==> src/rtl/pdm_mic_rx.sv <==
// PDM microphone receiver: bit-clock generator, 2-FF input sync, 3rd-order CIC decimator.
// Define PDM_RX_STEREO_EN to add a right-channel chain fed by fall-strobe bits.
module pdm_mic_rx #(
    parameter int CLK_DIV    = 8,
    parameter int DECIM_LOG2 = 6
) (
    input  logic        clk,
    input  logic        reset,
    input  logic        enable,
    output logic        pdm_clk,
    input  logic        pdm_data,
    output logic        pcm_valid,
    input  logic        pcm_ready,
    output logic [15:0] pcm_data_l,
    output logic [15:0] pcm_data_r,
    output logic        pcm_overrun
);
    localparam int W  = 3 * DECIM_LOG2 + 2;
    localparam int SH = 3 * DECIM_LOG2 - 15;
    localparam int CW = $clog2(CLK_DIV);
`ifdef PDM_RX_STEREO_EN
    localparam int NCH = 2;
`else
    localparam int NCH = 1;
`endif
    localparam logic signed [W-1:0] PMAX = W'(32767);
    localparam logic signed [W-1:0] PMIN = ~PMAX;

    logic [CW-1:0]         div_cnt;
    logic                  div_tc;
    logic                  rise_stb;
    logic                  fall_stb;
    logic                  dec_stb;
    logic                  sync1;
    logic                  sync2;
    logic [DECIM_LOG2-1:0] dec_cnt;
    logic [2:0]            comb_v;
    logic [1:0]            warm_cnt;
    logic [NCH*16-1:0]     pcm_new;
    logic                  load;
    logic                  xfer;

    assign div_tc   = (div_cnt == CW'(CLK_DIV - 1));
    assign rise_stb = enable && div_tc && !pdm_clk;
    assign fall_stb = enable && div_tc && pdm_clk;
    assign dec_stb  = rise_stb && (dec_cnt == '1);

    always_ff @(posedge clk) begin
        if (reset) begin
            sync1   <= 1'b0;
            sync2   <= 1'b0;
            div_cnt <= '0;
            pdm_clk <= 1'b0;
        end else begin
            sync1 <= pdm_data;
            sync2 <= sync1;
            if (!enable) begin
                div_cnt <= '0;
                pdm_clk <= 1'b0;
            end else if (div_tc) begin
                div_cnt <= '0;
                pdm_clk <= ~pdm_clk;
            end else begin
                div_cnt <= div_cnt + 1'b1;
            end
        end
    end

    // comb_v[k] marks comb stage k+1 holding a fresh result
    always_ff @(posedge clk) begin
        if (reset || !enable) begin
            dec_cnt  <= '0;
            comb_v   <= '0;
            warm_cnt <= '0;
        end else begin
            if (rise_stb)
                dec_cnt <= dec_cnt + 1'b1;
            comb_v <= {comb_v[1:0], dec_stb};
            if (comb_v[2] && warm_cnt != 2'd3)
                warm_cnt <= warm_cnt + 1'b1;
        end
    end

    for (genvar ch = 0; ch < NCH; ch++) begin : g_ch
        logic                 stb;
        logic signed [W-1:0]  x;
        logic signed [W-1:0]  integ1, integ2, integ3;
        logic signed [W-1:0]  y1, y2, y3;
        logic signed [W-1:0]  d1, d2, d3;
        logic signed [W-1:0]  scaled;
        logic [15:0]          sat;

        assign stb = (ch == 0) ? rise_stb : fall_stb;
        // bit 1 -> +1, bit 0 -> -1
        assign x   = {{(W-1){~sync2}}, 1'b1};

        always_ff @(posedge clk) begin
            if (reset || !enable) begin
                integ1 <= '0;
                integ2 <= '0;
                integ3 <= '0;
                y1     <= '0;
                y2     <= '0;
                y3     <= '0;
                d1     <= '0;
                d2     <= '0;
                d3     <= '0;
            end else begin
                if (stb) begin
                    integ1 <= integ1 + x;
                    integ2 <= integ2 + integ1;
                    integ3 <= integ3 + integ2;
                end
                if (dec_stb) begin
                    y1 <= integ3 - d1;
                    d1 <= integ3;
                end
                if (comb_v[0]) begin
                    y2 <= y1 - d2;
                    d2 <= y1;
                end
                if (comb_v[1]) begin
                    y3 <= y2 - d3;
                    d3 <= y2;
                end
            end
        end

        assign scaled = y3 >>> SH;

        always_comb begin
            sat = scaled[15:0];
            if (scaled > PMAX)
                sat = 16'h7fff;
            else if (scaled < PMIN)
                sat = 16'h8000;
        end

        assign pcm_new[ch*16 +: 16] = sat;
    end

    assign load = enable && comb_v[2] && (warm_cnt == 2'd3);
    assign xfer = pcm_valid && pcm_ready;

    always_ff @(posedge clk) begin
        if (reset) begin
            pcm_valid   <= 1'b0;
            pcm_data_l  <= '0;
            pcm_overrun <= 1'b0;
        end else begin
            pcm_overrun <= 1'b0;
            if (load) begin
                pcm_data_l  <= pcm_new[15:0];
                pcm_valid   <= 1'b1;
                pcm_overrun <= pcm_valid && !pcm_ready;
            end else if (xfer) begin
                pcm_valid <= 1'b0;
            end
        end
    end

`ifdef PDM_RX_STEREO_EN
    always_ff @(posedge clk) begin
        if (reset)
            pcm_data_r <= '0;
        else if (load)
            pcm_data_r <= pcm_new[NCH*16-1 -: 16];
    end
`else
    assign pcm_data_r = pcm_data_l;
`endif

endmodule

==> config.mk <==
export PLATFORM = sky130hd
export DESIGN_NAME = pdm_mic_rx
export DESIGN_NICKNAME = d
export VERILOG_FILES = /design/src/rtl/pdm_mic_rx.sv
export SDC_FILE = /design/constraint.sdc
export NUM_CORES = 1
export LEC_CHECK = 0
export ABC_CLOCK_PERIOD_IN_PS = 2800
export CORE_ASPECT_RATIO = 1.2
export CORE_MARGIN = 2
export CORE_UTILIZATION = 56
export CTS_CLUSTER_DIAMETER = 30
export DETAILED_ROUTE_END_ITERATION = 12
export GPL_ROUTABILITY_DRIVEN = 1
export PLACE_DENSITY = 0.78
export SETUP_SLACK_MARGIN = 0.2
export SYNTH_ARGS = -nofsm -noshare
export SYNTH_HDL_FRONTEND = slang
export SYNTH_SLANG_ARGS = --single-unit
==> constraint.sdc <==
create_clock -name clk -period 2.8 [get_ports clk]
set_clock_uncertainty 0.2 [all_clocks]
set_input_delay 0.42 -clock clk [delete_from_list [all_inputs] [get_ports clk]]
set_output_delay 0.42 -clock clk [all_outputs]
set_load 0.01 [all_outputs]
After elaboration in Yosys (flattened, before gate mapping)

Cells that the tools add are included.

Flip-flop bits (word level): 215
Output and inout port bits: 35

Mux-type cells: 4
$add $sub $neg: 9
Eq/ne operators: 4
Bitwise operators: 4
Reductions and logical operators: 16
Order comparisons: 2

Operator list:

| kind                                                            | count |
|---|---|
| subtractor 20 bit                                               | 3 |
| adder 20 bit                                                    | 2 |
| 2-to-1 mux 16 bit                                               | 2 |
| adder 20 x 2 -> 20 bit                                          | 1 |
| greater-than comparator 17 x 16 -> 1 bit, second input constant | 1 |
| less-than comparator 17 x 16 -> 1 bit, second input constant    | 1 |
| logical AND 1 bit                                               | 8 |
| adder 6 x 1 -> 6 bit, second input constant                     | 1 |
| equality test 6 bit, second input constant                      | 1 |
| NOT 1 bit                                                       | 4 |
| OR reduction 2 bit                                              | 2 |
| adder 3 x 1 -> 3 bit, second input constant                     | 1 |
| equality test 3 bit, second input constant                      | 1 |
| zero test 1 bit                                                 | 3 |
| OR reduction 3 bit                                              | 1 |
| adder 2 x 1 -> 2 bit, second input constant                     | 1 |
| equality test 2 bit, second input constant                      | 1 |
| 2-to-1 mux 1 bit                                                | 2 |
| inequality test 2 bit, second input constant                    | 1 |
| nonzero test 2 bit                                              | 1 |
| logical OR 1 bit                                                | 1 |

Depth between registers and ports, before layout

Gate-level depths: netlist of run 1.

Depth in word-level cells: 4
Mapped depth: 12

Least setup slack after synthesis of run 1

No wires, ideal clock.

Kind: register to register
Start point: reg sync2
End point: reg g_ch[0].integ1[10]
Arrival time: 2.573 ns
Data required time: 2.483 ns
Slack: -0.091 ns
Buffers on the path: 0
Period minus slack after synthesis: 2.891 ns
Cell stages (with the launch flop): 11
Cell sequence: dfxtp_1 > inv_1 > fa_1 > a21o_1 > a21oi_1 > nor2b_1 > o21a_1 > o211ai_1 > a21oi_1 > or3_1 > a32o_1

Word-level cells in the longest chain between the ends: 2

RTL lines:

| element                  | line | RTL |
|---|---|---|
| start: declaration       | 35   | `logic sync2;` |
| start signal: assignment | 56   | `sync2 <= sync1;` |
| NOT 1 bit                | 95   | `assign x = {{(W-1){~sync2}}, 1'b1};` |
| adder 20 x 2 -> 20 bit   | 110  | `integ1 <= integ1 + x;` |
| end signal: assignment   | 110  |  |
| end: declaration         | 87   | `logic signed [W-1:0] integ1, integ2, integ3;` |

No other way between the ends.
A chain may end at the register's enable or synchronous reset.

Worst setup path after layout of run 1

Start point: reg g_ch[0].integ1[0]
End point: reg g_ch[0].integ2[12]

Word-level cells in the longest chain between the ends: 1

RTL lines:

| element                | line | RTL |
|---|---|---|
| adder 20 bit           | 111  | `integ2 <= integ2 + integ1;` |
| end signal: assignment | 111  |  |
| end: declaration       | 87   |  |

No other way between the ends.

==> run summary, run 1 <==
MIN PATH
------------------------------------------------------------------------------------
Hold Path Depth                                                                    1
Worst min path class                                                         reg2reg

STA
------------------------------------------------------------------------------------
Min Hold Slack                                                              0.221 ns
Hold violation total from the final report                                         0
Crit path setup slack, layout                                             -0.0631 ns
Setup violation total in the final timing report                                   2
Upper clock frequency limit                                                  349 MHz
Final critical-path required period                                          2.86 ns
Transition time at the pin with the least slew margin                        1.17 ns
Setup repair after global routing missed its margin                             true
Count of pins over their slew limit                                                0
Part of the cycle the worst path needs                                          102%
Normalized max-slew margin                                                     21.8%

YOSYS
------------------------------------------------------------------------------------
Proportion of synthesized flip-flops having asynchronous set or reset             0%
Synth Cell Area                                                           0.0126 mm2
Post-synthesis area per instance                                            8.29 um2
Number of nets in the synthesized netlist                                       1651
Number of storage elements in the synthesis netlist                              212
Distinct cell type count after synthesis                                          74
Most common flop cell mapped by yosys                                        dfxtp_1
Syn. warnings                                                                      0
Number of enable flip-flop cells after synthesis                                   0
Sequential cell area fraction in the yosys report                              33.6%
Synth Instances                                                                 1525

LAYOUT
------------------------------------------------------------------------------------
Most common cell after layout, fill and taps aside                           dfxtp_1
Final net count                                                                 1752
Layout-stage area growth over the synthesis result                             28.8%
Antenna diode instance count                                                       0
Final non-filler cell area                                                0.0163 mm2
Most used cells in the layout excluding fill and tap cells              dfxtp_1 (182), nand2_1 (175), nor2_1 (163), a21oi_1 (124), ha_1 (83)
Share of post-route cells with drive strength above 1                          20.4%
Final standard cell utilization of the core                                    73.0%

OUTCOME
------------------------------------------------------------------------------------
Failing checks                                                          negative setup slack
Outcome                                                                 finished with violations

PWR
------------------------------------------------------------------------------------
Leak Pwr                                                                     6.40 nW
P per Cell Area                                                           533 mW/mm2
Post-route total power                                                       8.69 mW
Worst voltage drop across the vdd grid                                    0.000488 V

CLOCK TREE
------------------------------------------------------------------------------------
# H-tree levels                                                                    2
Clock transition at the registers of the reported paths                      0.05 ns
Worst-Skew Late Latency                                                      0.53 ns
Longest Clk Path Bufs                                                              3
Inserted Clock Buffers                                                            42
Sinks on Clock Net                                                               212
Clock tree root buffer cell                                                clkbuf_16
Clock tree from TritonCTS                                                      built
Number of hold buffers added after cts                                             0

FLOORPLAN
------------------------------------------------------------------------------------
Number of I/O pins                                                                40
Std-Cell Core Area                                                        0.0223 mm2
Overall die height                                                            169 um
Effective utilization at floorplan                                             56.7%
Total die area                                                            0.0238 mm2
# rows                                                                            60
Die boundary width                                                            141 um

SETUP PATH
------------------------------------------------------------------------------------
Crit end category                                                               flop
Cells along the critical path                                           ha_4 -> fa_2 -> a21o_1 -> a21oi_2 -> nand2b_4 -> a21oi_4 -> a41o_1 -> a21oi_2 -> nor2b_1 -> or3_1 -> a32o_1
Worst Path Class, Setup                                                      reg2reg
Critical Path Most Common Cell                                               a21oi_2
Crit path DAT                                                                3.07 ns
Slowest stage cell, crit path                                                dfxtp_4
Crit path largest cell delay                                                 0.36 ns
Total buffers and inverters traversed by the critical path                         0
Crit path max fanout                                                               3
Crit start category                                                             flop
Required time of the critical path                                           3.00 ns
Worst Reg2Reg Path Length in Cells                                                11
Critical path's top delay family                                        compound AO/OA/AOI/OAI gates
Number of gates on the worst path with buffers counted                            11

GLOBAL ROUTE
------------------------------------------------------------------------------------
Number of antenna violations at the first check in global routing                  0
Gr busiest metal                                                                met2
Number of global-route vias before repair                                      10.7k
Routing usage on met1                                                          24.8%
Global routing met2 resource utilization                                       46.9%
Maximum number of pins on one net before global-route repair                      59
Met3 track demand over resource in global routing                              3.93%
Total routing resource utilization after global routing                        24.1%
Wire length of the first global-routing pass                                48600 um
Total overflow reported by the global router                                       0

ROUTE
------------------------------------------------------------------------------------
Remaining routing DRC violations                                                   0
Avg Vias per Cell                                                               5.80
Wire length reported by the detailed router                                 31300 um
Routed Antenna Nets                                                                0
Via total after detailed routing                                               11.2k
Total iterations of the first detailed-routing run                                 6
Detailed-route wire length per cell                                          16.2 um
Detailed Route Iter0 Violations                                                  493

PLACEMENT
------------------------------------------------------------------------------------
HPWL after detailed placement                                               19100 um
Worst slack at placement                                                  -0.0696 ns
Buffers on Ports                                                                  39
Routability cong.                                                              0.837
Dpl cell area                                                             0.0136 mm2

JOB
------------------------------------------------------------------------------------
Count of max-cap constraint violations                                             0

==> stage by stage <==
step,std cells,setup TNS [ns]
4_1_cts,1917,0
3_5_place_dp,1816,-0.244
3_3_place_gp,1816,0
2_1_floorplan,1525,0
6_report,1939,-0.0925
5_1_grt,1939,-0.496
==> registers in the layout, summed over array words and instances (netlist names), 16 cells and up <==
| name | flops |
|---|---|
| g_ch.d1 | 20 |
| g_ch.d2 | 20 |
| g_ch.d3 | 20 |
| g_ch.integ1 | 20 |
| g_ch.integ2 | 20 |
| g_ch.integ3 | 20 |
| g_ch.y1 | 20 |
| g_ch.y2 | 20 |
| g_ch.y3 | 17 |
| pcm_data_l | 16 |
==> kinds of logic (layout without fill, tap and decap cells) <==
logic type	Yosys count	count (layout)	share of synthesized area [%]
xor+xnor	88	88	6.10
simple gates	504	504	17.9
flops	212	212	33.6
buf+inv	154	289	5.08
compound gates	382	382	20.0
fa+ha+maj	121	121	12.3
mux	64	64	5.07
==> layer usage <==
layer / part of all wire (%) / up-vias
li1: - / 5528
met2: 54 / 295
met4: 4.0 / 0
met1: 38 / 5306
met5: 0 / -
met3: 4.2 / 109
==> path summary, 6_finish.rpt <==
kind / start / to / slack (ns)
setup / recovery: g_ch[0].integ1[0] / g_ch[0].integ2[12] / -0.06
setup reg to reg: g_ch[0].integ1[0] / g_ch[0].integ2[12] / -0.06
hold reg to reg: div_cnt[0] / div_cnt[0] / 0.22
hold / removal: div_cnt[0] / div_cnt[0] / 0.22
==> repair_timing <==
action                     in CTS  in global routing
setup endpoints to repair      35                 48
pin swaps                      56                 76
setup buffers                  22                 22
resized for setup              60                109
gates cloned                    1                  0
==> where the power goes <==
part	total, mW	internal (mW)	switching (mW)
clock network	5.51	3.80	1.71
logic	0.152	0.0523	0.0993
registers	3.02	3.02	0.00157
total	8.69	6.87	1.81
==> cell usage after synthesis (all sizes together), types with 15 or more instances <==
cell | instances | area share (%)
a211oi | 18 | 1.1
a21oi | 152 | 6.3
ha | 116 | 11
a31oi | 15 | 0.74
nor2 | 165 | 4.9
nor3 | 31 | 1.2
dfxtp | 212 | 34
mux2i | 64 | 5.1
and3 | 16 | 0.83
xnor2 | 62 | 4.3
clkbuf | 43 | 1.3
inv | 77 | 2.3
a21o | 49 | 2.9
nor2b | 22 | 1.1
o21a | 16 | 0.95
o21ai | 65 | 2.9
nand3 | 34 | 1.3
buf | 34 | 1.5
nand2 | 176 | 5.2
xor2 | 26 | 1.8
==> area by class of cell <==
class | instances | area, um2
clock buffers | 48 | 1110
well taps | 279 | 349
clock inverters | 30 | 459
multi-input cells | 1159 | 8570
inverters | 77 | 295
repair inverters | 1 | 7.51
repair buffers | 133 | 1170
flip-flops and latches | 212 | 4310
fillers | 1514 | 6020
(Power assumes the default switching activity.)
==> run 2: changes to the inputs <==
--- a/config.mk
+++ b/config.mk
@@ -14,6 +14,7 @@
 export GPL_ROUTABILITY_DRIVEN = 1
 export PLACE_DENSITY = 0.78
 export SETUP_SLACK_MARGIN = 0.2
+export SLEW_MARGIN = 20
 export SYNTH_ARGS = -nofsm -noshare
 export SYNTH_HDL_FRONTEND = slang
 export SYNTH_SLANG_ARGS = --single-unit
==> constraint.sdc (replaced) <==
create_clock -name clk -period 2.8 [get_ports clk]
set_clock_uncertainty 0.2 [all_clocks]
set_input_delay 0.56 -clock clk [delete_from_list [all_inputs] [get_ports clk]]
set_output_delay 0.56 -clock clk [all_outputs]
set_load 0.01 [all_outputs]
==> run 2 against run 1 <==
Compared with the run above:
- clock power down 7.4%
- utilization grew 0.24 points
- largest power group unchanged
- the run still ends with negative setup slack left
- non-clock buffer count up 24
- global-route usage decreased by 0.25 points
- fmax is 1.6% lower
- sequential share of layout area decreased by 0.18 points
==> run summary, run 2 (synthesized netlist as in run 1, its figures left out) <==
LAYOUT
--------------------------------------------------------------------------------
Final standard cell utilization of the core                                73.3%
Layout-stage area growth over the synthesis result                         29.2%
Final net count                                                             1775
Final non-filler cell area                                            0.0163 mm2
Most used cells in the layout excluding fill and tap cells          dfxtp_1 (190), nand2_1 (176), nor2_1 (161), a21oi_1 (122), buf_4 (106)
Most common cell after layout, fill and taps aside                       dfxtp_1
Share of post-route cells with drive strength above 1                      21.5%
Antenna diode instance count                                                   0

CLOCK TREE
--------------------------------------------------------------------------------
Clock tree root buffer cell                                            clkbuf_16
Longest Clk Path Bufs                                                          3
Sinks on Clock Net                                                           212
Clock transition at the registers of the reported paths                  0.05 ns
# H-tree levels                                                                2
Worst-Skew Late Latency                                                  0.53 ns
Inserted Clock Buffers                                                        41
Clock tree from TritonCTS                                                  built

MIN PATH
--------------------------------------------------------------------------------
Worst min path class                                                     reg2reg

STA
--------------------------------------------------------------------------------
Count of pins over their slew limit                                            0
Setup violation total in the final timing report                               4
Min Hold Slack                                                          0.246 ns
Normalized max-slew margin                                                 56.3%
Upper clock frequency limit                                              344 MHz
Final critical-path required period                                      2.91 ns
Hold violation total from the final report                                     0
Setup repair after global routing missed its margin                         true
Crit path setup slack, layout                                          -0.108 ns
Part of the cycle the worst path needs                                      104%
Transition time at the pin with the least slew margin                   0.656 ns

ROUTE
--------------------------------------------------------------------------------
Detailed-route wire length per cell                                      16.5 um
Avg Vias per Cell                                                           5.80
Routed Antenna Nets                                                            0
Total iterations of the first detailed-routing run                             5
Via total after detailed routing                                           11.4k
Wire length reported by the detailed router                             32400 um
Detailed Route Iter0 Violations                                              581
Remaining routing DRC violations                                               0

JOB
--------------------------------------------------------------------------------
Count of max-cap constraint violations                                         0

SETUP PATH
--------------------------------------------------------------------------------
Worst Reg2Reg Path Length in Cells                                            10
Crit path largest cell delay                                             0.42 ns
Crit start category                                                         flop
Minimum setup slack among reg-to-reg paths                              -0.11 ns
End of the worst register-to-register path                          g_ch[0].integ1[10]
CP endpoint                                                         g_ch[0].integ1[10]
Worst Path Class, Setup                                                  reg2reg
Worst setup path startpoint                                                sync2
Cells along the critical path                                       clkinvlp_4 -> fa_2 -> a21o_1 -> a21oi_2 -> nor2b_1 -> o21a_1 -> o211ai_1 -> a21oi_2 -> or3_1 -> a32o_1
Crit path DAT                                                            3.12 ns
Critical Path Most Common Cell                                           a21oi_2
Slowest stage cell, crit path                                               fa_2
Required time of the critical path                                       3.01 ns
Crit end category                                                           flop
Worst R2R Start                                                            sync2
Crit path max fanout                                                           5

PLACEMENT
--------------------------------------------------------------------------------
Routability cong.                                                          0.809
Worst slack at placement                                              -0.0414 ns
HPWL after detailed placement                                           19200 um
Buffers on Ports                                                              39
Dpl cell area                                                         0.0136 mm2

PWR
--------------------------------------------------------------------------------
Sequential power share                                                     36.5%
P per Cell Area                                                       507 mW/mm2
Post-route total power                                                   8.28 mW
Fraction of power spent switching nets                                     22.0%
Switching power summed over all nets                                     1.82 mW
Fraction of power consumed by combinational cells                           2.0%
Fraction of power consumed by the clock network                            61.6%
Cell internal pwr                                                        6.46 mW
Worst voltage drop across the vdd grid                                0.000420 V
Leak Pwr                                                                 6.51 nW

GLOBAL ROUTE
--------------------------------------------------------------------------------
Total overflow reported by the global router                                   0
Wire length of the first global-routing pass                            48300 um
Total routing resource utilization after global routing                    23.9%
Maximum number of pins on one net before global-route repair                  59
Number of global-route vias before repair                                  10.7k
Number of antenna violations at the first check in global routing              0

OUTCOME
--------------------------------------------------------------------------------
Outcome                                                             finished with violations
Failing checks                                                      negative setup slack

FLOORPLAN
--------------------------------------------------------------------------------
Total die area                                                        0.0238 mm2
Die boundary width                                                        141 um
Overall die height                                                        169 um
Std-Cell Core Area                                                    0.0223 mm2
Number of I/O pins                                                            40
Effective utilization at floorplan                                         56.7%
# rows                                                                        60

## run 2: changes by cell type in the layout (fill, tap and decap cells not counted), moves of 4 or more
cell       delta
buf_4        +26
o21ai_0       -4
bufinv_16     -4
dfxtp_2       -6
ha_4          -5
ha_1          +5
dfxtp_1       +8
## run 2: per-stage QoR
step           setup TNS, ns  cells
3_5_place_dp          -0.142   1822
4_1_cts                    0   1936
3_3_place_gp               0   1822
2_1_floorplan              0   1525
6_report              -0.134   1961
5_1_grt               -0.756   1961
## run 2: timing repair
| action | 4_1_cts | 5_1_grt |
|---|---|---|
| hold buffers | 0 | 0 |
| cloned | 1 | 0 |
| endpoints found under the setup margin | 34 | 46 |
| buffers inserted | 37 | 25 |
| gates resized for setup | 62 | 107 |
| pin swaps | 46 | 91 |
## run 2: worst min-delay path by stage
stage | from | endpoint | slack, ns | cells past startpoint
6_report | div_cnt[0] | div_cnt[0] | 0.25 | 1
5_1_grt | div_cnt[0] | div_cnt[0] | 0.24 | 1
4_1_cts | div_cnt[0] | div_cnt[0] | 0.24 | 1
3_5_place_dp | div_cnt[0] | div_cnt[0] | 0.22 | 1
3_3_place_gp | div_cnt[0] | div_cnt[0] | 0.22 | 1
2_1_floorplan | div_cnt[0] | div_cnt[0] | 0.20 | 1
## run 2: routing by layer
metal	vias to the layer above	part of all wire [%]	track usage [%]
li1	5595	-	-
met1	5348	38	24.9
met2	300	53	45.8
met3	123	3.8	3.82
met4	0	5.1	12.0
met5	-	0	0
## run 2: power groups by stage
stage	clock (mW)	sequential, mW	combinational (mW)
2_1_floorplan	0	3.09	0.0803
3_3_place_gp	0	3.09	0.132
3_5_place_dp	0	3.09	0.134
4_1_cts	5.14	3.02	0.146
5_1_grt	5.32	3.02	0.171
6_report	5.10	3.02	0.162
## run 2: cell type report
class	count	area (um2)
clock buffers	47	1090
clock inverters	29	369
fillers	1496	5960
inverters	77	295
multi-input cells	1159	8580
flip-flops and latches	212	4290
well taps	279	349
repair buffers	157	1350
repair inverters	1	7.51
## run 2: worst max-delay path: cells and delay by family, from the launching register on
family          cells  cell delay [ns]
simple gates        2             0.40
compound gates      6             1.21
flops               1             0.37
buf+inv             1             0.19
fa+ha+maj           1             0.42
